## src/rtl/regfile_wb_ctrl.sv

```systemverilog
// Register-file write-port controller that merges ALU results with buffered long-latency results.
// It also tracks per-register busy bits so decode can stall on pending long-latency writes.
module regfile_wb_ctrl #(
  parameter int unsigned XLEN  = 32,
  parameter int unsigned DEPTH = 2,
  parameter int unsigned CNT_W = $clog2(DEPTH + 1)
) (
  input  logic             clk,
  input  logic             rst_n,
  input  logic             alu_wb_valid,
  input  logic [4:0]       alu_rd,
  input  logic [XLEN-1:0]  alu_data,
  input  logic             lu_valid,
  output logic             lu_ready,
  input  logic [4:0]       lu_rd,
  input  logic [XLEN-1:0]  lu_data,
  input  logic             issue_en,
  input  logic [4:0]       issue_rd,
  input  logic [4:0]       rs1_index,
  input  logic [4:0]       rs2_index,
  input  logic [4:0]       dec_rd,
  output logic             stall,
  output logic             wb_en,
  output logic [4:0]       rd_index,
  output logic [XLEN-1:0]  wb_data,
  output logic [CNT_W-1:0] buf_count
);

  localparam int unsigned PTR_W = (DEPTH > 1) ? $clog2(DEPTH) : 1;

  typedef struct packed {
    logic [4:0]      rd;
    logic [XLEN-1:0] data;
  } lu_entry_t;

  lu_entry_t        fifo_q [DEPTH];
  lu_entry_t        fifo_d [DEPTH];
  logic [PTR_W-1:0] wr_ptr_q, wr_ptr_d;
  logic [PTR_W-1:0] rd_ptr_q, rd_ptr_d;
  logic [CNT_W-1:0] count_q, count_d;
  logic [31:0]      busy_q, busy_d;
  logic             wb_en_q, wb_en_d;
  logic [4:0]       rd_index_q, rd_index_d;
  logic [XLEN-1:0]  wb_data_q, wb_data_d;

  logic      alu_win;
  logic      push;
  logic      pop;
  lu_entry_t head;

  function automatic logic [PTR_W-1:0] ptr_inc(input logic [PTR_W-1:0] p);
    return (32'(p) == DEPTH - 1) ? '0 : p + PTR_W'(1);
  endfunction

  // Acceptance looks only at the registered count: a full buffer refuses even while popping.
  assign lu_ready = (count_q < CNT_W'(DEPTH));
  assign alu_win  = alu_wb_valid && (alu_rd != 5'd0);
  assign push     = lu_valid && lu_ready;
  assign pop      = !alu_win && (count_q != '0);
  assign head     = fifo_q[rd_ptr_q];
  assign stall    = busy_q[rs1_index] | busy_q[rs2_index] | busy_q[dec_rd];

  always_comb begin
    fifo_d     = fifo_q;
    wr_ptr_d   = wr_ptr_q;
    rd_ptr_d   = rd_ptr_q;
    busy_d     = busy_q;
    wb_en_d    = 1'b0;
    rd_index_d = rd_index_q;
    wb_data_d  = wb_data_q;

    if (alu_win) begin
      wb_en_d    = 1'b1;
      rd_index_d = alu_rd;
      wb_data_d  = alu_data;
    end else if (pop && (head.rd != 5'd0)) begin
      wb_en_d        = 1'b1;
      rd_index_d     = head.rd;
      wb_data_d      = head.data;
      busy_d[head.rd] = 1'b0;
    end

    if (pop) begin
      rd_ptr_d = ptr_inc(rd_ptr_q);
    end
    if (push) begin
      fifo_d[wr_ptr_q] = '{rd: lu_rd, data: lu_data};
      wr_ptr_d         = ptr_inc(wr_ptr_q);
    end
    count_d = count_q + CNT_W'(push) - CNT_W'(pop);

    // Applied after the pop clear so a same-cycle issue to the same register keeps it busy.
    if (issue_en && (issue_rd != 5'd0)) begin
      busy_d[issue_rd] = 1'b1;
    end
  end

  always_ff @(posedge clk) begin
    if (!rst_n) begin
      for (int unsigned i = 0; i < DEPTH; i++) begin
        fifo_q[i] <= '0;
      end
      wr_ptr_q   <= '0;
      rd_ptr_q   <= '0;
      count_q    <= '0;
      busy_q     <= '0;
      wb_en_q    <= 1'b0;
      rd_index_q <= '0;
      wb_data_q  <= '0;
    end else begin
      fifo_q     <= fifo_d;
      wr_ptr_q   <= wr_ptr_d;
      rd_ptr_q   <= rd_ptr_d;
      count_q    <= count_d;
      busy_q     <= busy_d;
      wb_en_q    <= wb_en_d;
      rd_index_q <= rd_index_d;
      wb_data_q  <= wb_data_d;
    end
  end

  assign wb_en     = wb_en_q;
  assign rd_index  = rd_index_q;
  assign wb_data   = wb_data_q;
  assign buf_count = count_q;

endmodule

```

## config.mk

```make
export PLATFORM = sky130hd
export DESIGN_NAME = regfile_wb_ctrl
export DESIGN_NICKNAME = d
export VERILOG_FILES = /design/src/rtl/regfile_wb_ctrl.sv
export SDC_FILE = /design/constraint.sdc
export NUM_CORES = 1
export LEC_CHECK = 0
export ABC_AREA = 1
export BUFFER_PORTS_ARGS = -buffer_cell sky130_fd_sc_hd__buf_2
export CORE_MARGIN = 2
export CORE_UTILIZATION = 55
export DETAILED_ROUTE_END_ITERATION = 6
export PLACE_DENSITY = 0.88
export SETUP_SLACK_MARGIN = 0.2
export SLEW_MARGIN = 20
export SYNTH_ARGS = -nofsm -noshare
export SYNTH_HDL_FRONTEND = slang
export SYNTH_SLANG_ARGS = --single-unit
export TNS_END_PERCENT = 5
```

## constraint.sdc

```tcl
create_clock -name clk -period 3.2 [get_ports clk]
set_clock_uncertainty 0.15 [all_clocks]
set_input_delay 0.16 -clock clk [delete_from_list [all_inputs] [get_ports clk]]
set_output_delay 0.16 -clock clk [all_outputs]
set_load 0.05 [all_outputs]
```

== Word level (Yosys, flattened, before mapping) ==
Index checks and enable logic that the tools add are counted.

* Add/subtract/negate cells: 4
* $lt $le $gt $ge: 11
* Multiplexer cells: 27
* Bitwise logic cells: 7
* Reduce and logical (&&, ||, !) cells: 14

{| class="wikitable"
|+ Operators with widths
! operator !! number
|-
| $mux W32 || 5
|-
| $mux W37 || 4
|-
| $bwmux W74 || 1
|-
| $demux W37 S1 || 1
|-
| $and A32 B32 Y32 || 1
|-
| $not A32 Y32 || 1
|-
| $or A32 B32 Y32 || 1
|-
| $lt A5 B6 Y1 const B || 5
|-
| $bmux W1 S5 || 3
|-
| $reduce_bool A5 Y1 || 3
|-
| $demux W1 S5 || 2
|-
| $ge A5 B1 Y1 const B || 2
|-
| $mux W5 || 2
|-
| $mux W1 || 9
|-
| $logic_and A1 B1 Y1 || 8
|-
| $ge A2 B2 Y1 const B || 2
|-
| $not A1 Y2 || 2
|-
| $reduce_bool A2 Y1 || 2
|-
| $add A1 B1 Y1 const B || 2
|-
| $add A2 B1 Y2 || 1
|-
| $lt A2 B1 Y1 const B || 1
|-
| $lt A2 B2 Y1 const B || 1
|-
| $or A1 B1 Y1 || 2
|-
| $sub A2 B1 Y2 || 1
|-
| $logic_not A1 Y1 || 1
|}

* Register bits after elaboration: 148
* Input port bits: 99
* Output and inout bits: 42
* Logic and storage cells: 74

== Longest topological paths before layout ==
Gate-level depths: netlist of the first run.

* Depth after elaboration: 14
* Mapped depth: 13
* Mapped depth without buffers: 11

== Worst setup path after synthesis of the first run ==
Ideal clock, no wire load.

* Path kind: register -> register
* Start point: register count_q[1] (netlist: buf_count[1])
* End point: register fifo_q[35] in the netlist's numbering
* Library setup time: 0.129 ns
* Arrival time: 1.976 ns
* Required time: 2.921 ns
* Path slack: 0.946 ns
* Stages on the path, launching flop included: 8
* Buffers on the path: 2
* Clock period less this slack: 2.254 ns
* Path through: dfxtp_1 inv_1 nand2_1 nor2_1 inv_1 buf_2 buf_1 a21oi_1

* Cells in the longest elaborated chain, start to end: 2

{| class="wikitable"
|+ RTL lines
! element !! line !! source
|-
| from (decl) || 40 || <nowiki>logic [CNT_W-1:0] count_q, count_d;</nowiki>
|-
| from (signal assigned) || 114 || <nowiki>count_q <= count_d;</nowiki>
|-
| $lt A2 B2 Y1 || 56 || <nowiki>assign lu_ready = (count_q < CNT_W'(DEPTH));</nowiki>
|-
| named net lu_ready || 14 || <nowiki>output logic lu_ready,</nowiki>
|-
| $logic_and A1 B1 Y1 || 58 || <nowiki>assign push = lu_valid && lu_ready;</nowiki>
|-
| to (signal assigned) || 111 || <nowiki>fifo_q <= fifo_d;</nowiki>
|-
| to (decl) || 36 || <nowiki>lu_entry_t fifo_q [DEPTH];</nowiki>
|}

The timed path passes the listed nets, and every way through them passes these cells.
A chain may end at the register's enable or synchronous reset.

== Final worst setup path of the first run ==
* Start point: register rd_ptr_q
* End point: register wb_data_q[12] (netlist: wb_data[12])

* Cells in the longest elaborated chain, start to end: 7
* Elaborated cells on any way between the ends: 9
* Those cells by class: 5 x mux; 1 x bitwise; 3 x reduce/logical

{| class="wikitable"
|+ RTL lines
! element !! line !! source
|-
| from (decl) || 39 || <nowiki>logic [PTR_W-1:0] rd_ptr_q, rd_ptr_d;</nowiki>
|-
| from (signal assigned) || 113 || <nowiki>rd_ptr_q <= rd_ptr_d;</nowiki>
|-
| $not A1 Y2 (implied by the code) (*) || 60 || <nowiki>assign head = fifo_q[rd_ptr_q];</nowiki>
|-
| $mux W37 (implied by the code) (*) (3 in a row) || 60 ||
|-
| $reduce_bool A5 Y1 || 76 || <nowiki>end else if (pop && (head.rd != 5'd0)) begin</nowiki>
|-
| $logic_and A1 B1 Y1 || 76 ||
|-
| $reduce_bool A2 Y1 (no line) || - ||
|-
| to (signal assigned) || 118 || <nowiki>wb_data_q <= wb_data_d;</nowiki>
|-
| to (decl) || 44 || <nowiki>logic [XLEN-1:0] wb_data_q, wb_data_d;</nowiki>
|}

Mark *: on every way between the ends. The rest lies on a longest branch, timed or not. The select of a mux whose other input is x is not followed.

==> key figures, run 1 <==
Yosys
  • Area leader, netlist: dfxtp_1
  • Synthesized flop and latch total: roughly 150
  • Synth Cell Area: slightly below 8000 µm²
  • Synth Area per Inst: around 6.2 µm²
  • Seq/Total Area, Yosys: a little under two fifths
  • Top-area cell type share of the netlist area: a little under two fifths
  • Syn Nets: roughly 1400
  • Number of flops mapped to enable cells by yosys: 0
  • Synth Flop Type: dfxtp_1
  • Post-synth cell types: 33
  • Warning count from the yosys run: 0
  • Largest cells by area after synthesis: dfxtp_1 (38%), nand2_1 (18%), o21ai_0 (9.3%), nor2_1 (8.9%), nand3_1 (6.6%)
  • Share of flip-flops with an asynchronous set or reset: 0%
  • Post-synthesis cell count: ~1200

Job
  • Max cap viols: 0

Timing
  • Fin crit period: between 2000 and 3000 ps
  • Post-route clock period utilization: 85.4%
  • Final WS setup: approximately 470 ps
  • Fmax: about 0.37 GHz
  • Final TNS setup: 0 ps
  • Count of pins over their slew limit: 0
  • Final setup fails: 0
  • Worst-Margin Slew: roughly 900 ps
  • RSZ-0062 raised after global routing: no
  • Worst slew margin: 40.3%
  • Final hold violation count: 0

Floorplan
  • Die Y-Extent: 123 µm
  • Width of the die: ~120 µm
  • Core ar.: 13800 µm²
  • Die area: ~15000 µm²
  • # rows: 43
  • I/O pin total: 141
  • Starting Density: a little under three fifths

Min path
  • Hold Crit Depth: 4
  • HP Class: input pin to flip-flop
  • Worst Hold Path EP: busy_q[2]
  • Hold_sp: issue_rd[0]

Pwr
  • P_leak: 4.72 nW
  • Power density over the cells: approximately 680 nW/µm²
  • Max VDD drop: roughly 510 µV

Worst setup path
  • Worst setup SP type: flip-flop
  • R2R depth: 10
  • CP max stage delay: just over 900 ps
  • CP arrival: 2940 ps
  • R2R Setup Slk: ~470 ps
  • Crit. Startpoint: rd_ptr_q
  • Crit Path Max Fanout: 43
  • Reg-to-Reg End: wb_data[12]
  • Required @ worst endpoint: around 3400 ps
  • Worst reg2reg startpoint: rd_ptr_q
  • Crit Path Category: flip-flop to flip-flop
  • CP endpoint kind: flip-flop
  • CP max-delay cell: dfxtp_2
  • Worst path top cell family by delay: simple AND/OR/NAND/NOR gates
  • Worst path bufs/invs: 1
  • Cell Chain, Critical Path: nand2_1, o21ai_4, nand2_1, nor2_4, nand2_2, nand2_4, nand2_8, inv_6, nor2_1, nor2_1

Global routing
  • Vias in the first global route: just under 9000
  • Largest net degree at the start of global routing: 77
  • Initial antenna violation count: 0
  • Met3 Resource Use GR: roughly 7.5%
  • Total grt overflow: 0
  • Gr busiest metal: met2
  • Overall Global Routing Usage: between 30% and 40%
  • Met2 GRT Util: about three fifths
  • First-pass GRT wire length: 42.2 mm
  • Grt met1 use: slightly above 40%

Routing
  • Wire length per cell: about 16 µm
  • DRT Wirelength: 25.7 mm
  • Routed vias: 9004
  • DRC errors left: 0
  • Antenna Nets Post-Route: 0
  • Drt pass-1 iters: 7
  • Via/cell ratio: 5.58
  • Drt first-iter violations: ~840

Place
  • DP HPWL: ~15 mm
  • DP Cell Count: about 1500
  • Post-placement worst setup slack: ~730 ps
  • I/O Buffers: 140
  • Routability cong.: slightly above 0.9

Clocking
  • Root buf cell: clkbuf_16
  • Hold buffers post-CTS: 73
  • H-tree levels: 4
  • Worst-Skew Late Latency: 420 ps
  • CTS resizes: 0
  • Cts bufs inserted: 17
  • CTS sink cnt: around 150
  • Post-CTS Setup Inserts: 0
  • CTS tree: built
  • Clk slew on worst S/H paths: about 60 ps
  • Clock buffer depth: 2

Final layout
  • Finished Layout Cells: 1613
  • Antenna Cells: 0
  • Nets: ~1500
  • Layout fillers: 1098
  • Layout cells sized above 1: between 10% and 20%
  • Synth-to-layout area growth: 26.5%

Outcome
  • Status: finished, final reports clean
==> stage by stage <==
step	cell area [µm²]	util [%]	power (W)	hold WS [ps]
after floorplan	7760	-	0.00390	145
after global placement	8450	61.1	0.00431	244
after detailed placement	8450	61.1	0.00435	250
after CTS	9820	71.0	0.00658	4.44
after global routing	9820	71.0	0.00700	52.2
final	9820	71.0	0.00669	39.3
==> flip-flops by register name (all words and copies together) (netlist names) <==
name / count
wb_data: 32
buf_count: 2
wb_en: 1
wr_ptr_q: 1
rd_index: 5
rd_ptr_q: 1
fifo_q: 74
busy_q: 32
==> layout make-up <==
cell class / instances / area, µm² / share of cell area [%]
multi-input cells: 906 / 4000 / 40.7
flip-flops and latches: 148 / 2960 / 30.2
repair buffers: 221 / 1510 / 15.3
clock buffers: 23 / 498 / 5.07
inverters: 127 / 482 / 4.90
well taps: 180 / 225 / 2.29
clock inverters: 8 / 146 / 1.49
==> how the worst max path moves through the flow <==
stage | end | slack (ps) | cells past startpoint
after floorplan | fifo_q[35] | 950 | 7
after global placement | busy_q[11] | 800 | 10
after detailed placement | wb_data[10] | 730 | 10
after CTS | wb_data[10] | 690 | 10
after global routing | wb_data[17] | 300 | 10
final | wb_data[12] | 470 | 10
==> cell usage after synthesis (4+ instances only) <==
| cell | instances |
|---|---|
| nand4_1 | 8 |
| o211ai_1 | 4 |
| buf_6 | 7 |
| nor3_1 | 4 |
| buf_2 | 7 |
| nand3_1 | 102 |
| a21oi_1 | 61 |
| nand2_1 | 364 |
| o21ai_0 | 145 |
| nor2_1 | 184 |
| dfxtp_1 | 148 |
| clkbuf_1 | 49 |
| inv_1 | 122 |
| o21ai_1 | 12 |
==> where the power goes <==
group | internal, W | total, W | switching, W
registers | 0.00215 | 0.00238 | 0.000224
logic | 0.000584 | 0.00215 | 0.00156
clock network | 0.00140 | 0.00217 | 0.000765
==> routing by layer <==
layer | wire length [µm] | vias to the layer above | share of wire, %
met3 | 2100 | 132 | 8.1
met1 | 9680 | 4029 | 38
met2 | 12500 | 554 | 49
met5 | 0 | - | 0
met4 | 1440 | 0 | 5.6
li1 | - | 4289 | -
==> cells in the final DEF (no fill, tap or decap) <==
| cell type | instances |
|---|---|
| nand2_1 | 364 |
| nor2_1 | 183 |
| dfxtp_1 | 147 |
| o21ai_0 | 145 |
| buf_2 | 139 |
| inv_1 | 122 |
| nand3_1 | 101 |
| dlygate4sd3_1 | 73 |
| a21oi_1 | 61 |
| clkbuf_16 | 17 |
| o21ai_1 | 12 |
| nand4_1 | 8 |
| buf_4 | 8 |
| clkbuf_8 | 5 |
| o211ai_1 | 4 |
| nor3_1 | 4 |
| bufinv_16 | 4 |
| nand2_2 | 3 |
| nor2_4 | 3 |
| o21ai_4 | 3 |
| clkinv_1 | 2 |
| nor2_2 | 2 |
| o21ai_2 | 2 |
| inv_2 | 2 |
| nand3_2 | 2 |
| ha_1 | 2 |
| clkinv_2 | 2 |
| a21oi_2 | 1 |
| nand3b_1 | 1 |
| nand2_4 | 1 |
| a21boi_0 | 1 |
| nand2_8 | 1 |
| inv_6 | 1 |
| nor3_2 | 1 |
| xor2_1 | 1 |
| clkbuf_1 | 1 |
| clkinv_4 | 1 |
| clkinvlp_4 | 1 |
| buf_12 | 1 |
| dfxtp_2 | 1 |
==> cell families (layout without fill, tap and decap cells) <==
group / count (synthesis) / after routing / share of synthesized area (%)
XOR/XNOR: 1 / 1 / 0.113
buffers and inverters: 195 / 379 / 10.4
AND/OR/NAND/NOR: 674 / 674 / 35.5
AO/OA/AOI/OAI: 229 / 229 / 15.5
flip-flops: 148 / 148 / 38.2
adder cells (fa/ha/maj): 2 / 2 / 0.322
==> worst reg2reg max path: cells and delay by family (launching register included) <==
kind	cells	cell delay, ps
AOI/OAI and AO/OA	1	170
buffers and inverters	1	310
and+or+nand+nor	8	1120
DFF	1	920
Power figures use the tool's default switching activity.
==> inputs of run 2 (changes only) <==
- clock period: 3.2 -> 2.9 ns (I/O delays scaled with it)
==> run 2 against run 1 <==
Net effect: via count is 0.82% higher; total power is 7.3% higher; sequential share of layout area is 0.069 points higher; combinational power is 12% higher; design area is 0.23% lower; clock power hardly changed; global-route usage is 0.67 points lower; final cell count is 0.25% higher; count of clock-buffer cells in the layout is 3 higher; sequential cell count stayed put; setup slack worse by 25 ps; core utilization is 0.16 points lower.
==> key figures, run 2 (synthesis results as in run 1) <==
Timing
  • Worst slew margin: 48.4% (was 40.3%)
  • Final setup fails: 0 (unchanged)
  • Post-route clock period utilization: 84.8% (was 85.4%)
  • Final hold violation count: 0 (unchanged)
  • Count of pins over their slew limit: 0 (unchanged)
  • Fmax: 0.407 GHz (was 0.366 GHz)
  • Final TNS setup: 0 ps (unchanged)
  • Fin crit period: 2460 ps (was 2730 ps)
  • Worst-Margin Slew: 769 ps (was 896 ps)
  • RSZ-0062 raised after global routing: no (unchanged)

Clocking
  • Clk slew on worst S/H paths: 60 ps (about the same)
  • Post-CTS Setup Inserts: 0 (unchanged)
  • Worst-Skew Late Latency: 420 ps (about the same)
  • H-tree levels: 4 (unchanged)
  • CTS sink cnt: 148 (unchanged)
  • CTS tree: built (unchanged)
  • Cts bufs inserted: 17 (unchanged)
  • Clock buffer depth: 2 (unchanged)
  • Root buf cell: clkbuf_16 (unchanged)

Final layout
  • Util after Layout: 70.9% (was 71.0%)
  • Most frequent cells in the layout: nand2_1 (364), nor2_1 (183), dfxtp_1 (147) (unchanged)
  • Nets: 1527 (was 1522)
  • Layout fillers: 1022 (was 1098)
  • Most common cell after layout, fill and taps aside: nand2_1 (unchanged)
  • Antenna Cells: 0 (unchanged)
  • Storage cell area: 2960 µm² (unchanged)
  • Area of the multi-input gates: 4000 µm² (unchanged)
  • Number of flip-flops in the largest register: 74 (unchanged)
  • Layout cells sized above 1: 13.9% (was 14.0%)
  • Finished Layout Cells: 1617 (was 1613)
  • Biggest register: fifo_q (unchanged)
  • Synth-to-layout area growth: 26.2% (was 26.5%)

Worst setup path
  • Crit Path Max Fanout: 34 (was 43)
  • R2R depth: 11 (was 10)
  • CP endpoint kind: flip-flop (unchanged)
  • Most frequent CP cell: nand2_1
  • CP max-delay cell: dfxtp_2 (unchanged)
  • Cell Chain, Critical Path: buf_4, nand2_1, o21ai_2, nor2_4, inv_2, nor2_2, nor2_4, nand2_1, nand3_1, nand2_1, inv_1 (was nand2_1, o21ai_4, nand2_1, nor2_4, nand2_2, nand2_4, nand2_8, inv_6, nor2_1, nor2_1)
  • Worst setup SP type: flip-flop (unchanged)
  • CP arrival: 2670 ps (was 2940 ps)
  • Crit Path Category: flip-flop to flip-flop (unchanged)
  • CP max stage delay: 490 ps (was 920 ps)
  • Required @ worst endpoint: 3110 ps (was 3400 ps)

Min path
  • Hold Crit Depth: 5 (was 4)
  • HP Class: input pin to flip-flop (unchanged)

Global routing
  • First-pass GRT wire length: 41.6 mm (was 42.2 mm)
  • Vias in the first global route: 8711 (was 8895)
  • Overall Global Routing Usage: 35.1% (was 35.8%)
  • Initial antenna violation count: 0 (unchanged)
  • Largest net degree at the start of global routing: 74 (was 77)
  • Total grt overflow: 0 (unchanged)

Routing
  • Antenna Nets Post-Route: 0 (unchanged)
  • Via/cell ratio: 5.61 (was 5.58)
  • Routed vias: 9078 (was 9004)
  • Wire length per cell: 15.9 µm (was 16.0 µm)
  • Drt pass-1 iters: 6 (was 7)
  • Drt first-iter violations: 1112 (was 842)
  • DRC errors left: 0 (unchanged)
  • DRT Wirelength: 25.7 mm (about the same)

Floorplan
  • Core ar.: 13800 µm² (unchanged)
  • Starting Density: 56.2% (unchanged)
  • Die Y-Extent: 123 µm (unchanged)
  • # rows: 43 (unchanged)
  • Width of the die: 123 µm (unchanged)
  • I/O pin total: 141 (unchanged)
  • Die area: 15100 µm² (unchanged)

Pwr
  • Power density over the cells: 732 nW/µm² (was 681 nW/µm²)
  • P_leak: 4.72 nW (about the same)
  • Tot Pwr: 0.00718 W (was 0.00669 W)
  • Max VDD drop: 494 µV (was 511 µV)

Outcome
  • Status: finished, final reports clean (unchanged)

Job
  • Max cap viols: 0 (unchanged)

Place
  • DP Cell Count: 1512 (was 1509)
  • I/O Buffers: 140 (unchanged)
  • DP HPWL: 15.6 mm (was 15.4 mm)
  • Routability cong.: 0.934 (was 0.933)
run 2: layout make-up:
type                    instances  share of cell area [%]
clock buffers                  26                    5.20
clock inverters                 4                   0.715
inverters                     127                    4.92
multi-input cells             906                    40.8
flip-flops and latches        148                    30.2
well taps                     180                    2.30
repair buffers                226                    15.8
run 2: worst max-delay path: cells and delay by family, from the launching register on:
kind | cells | cell delay, ps
and+or+nand+nor | 7 | 1000
AOI/OAI and AO/OA | 1 | 170
DFF | 1 | 490
buffers and inverters | 3 | 590
run 2: final timing paths:
| check | start | to | slack [ps] |
|---|---|---|---|
| worst max register to register | rd_ptr_q | busy_q[17] | 440 |
| worst min register to register | fifo_q[64] | fifo_q[64] | 290 |
| worst max-delay path | rd_ptr_q | busy_q[17] | 440 |
| worst min-delay path | alu_rd[1] | rd_index[1] | 40 |
run 2: what timing repair did:
| action | in CTS | in global routing |
|---|---|---|
| endpoints found under the hold margin | 113 | 0 |
| gates resized for setup | 0 | 0 |
| endpoints found under the setup margin | 0 | 0 |
| hold buffers | 75 | 0 |
run 2: power by group:
group          internal (W)  total [W]  switching (W)  leakage (nW)
sequential          0.00237    0.00257       0.000196          1.22
combinational      0.000657    0.00241        0.00175          3.22
clock               0.00137    0.00220       0.000827         0.286
run 2: per-layer routing:
| metal | track usage (%) | part of all wire [%] | vias to the layer above |
|---|---|---|---|
| li1 | - | - | 4302 |
| met4 | 23.9 | 5.5 | 0 |
| met1 | 39.7 | 38 | 4028 |
| met2 | 58.7 | 47 | 601 |
| met3 | 8.04 | 9.6 | 147 |
| met5 | 0 | 0 | - |
run 2: stage by stage:
step           hold slack (ps)  setup WS, ps  cell area, µm²
6_report                  35.9           442            9800
5_1_grt                   69.7           316            9800
4_1_cts                   11.6           537            9800
3_5_place_dp               238           598            8470
3_3_place_gp               230           705            8470
2_1_floorplan              130           646            7760
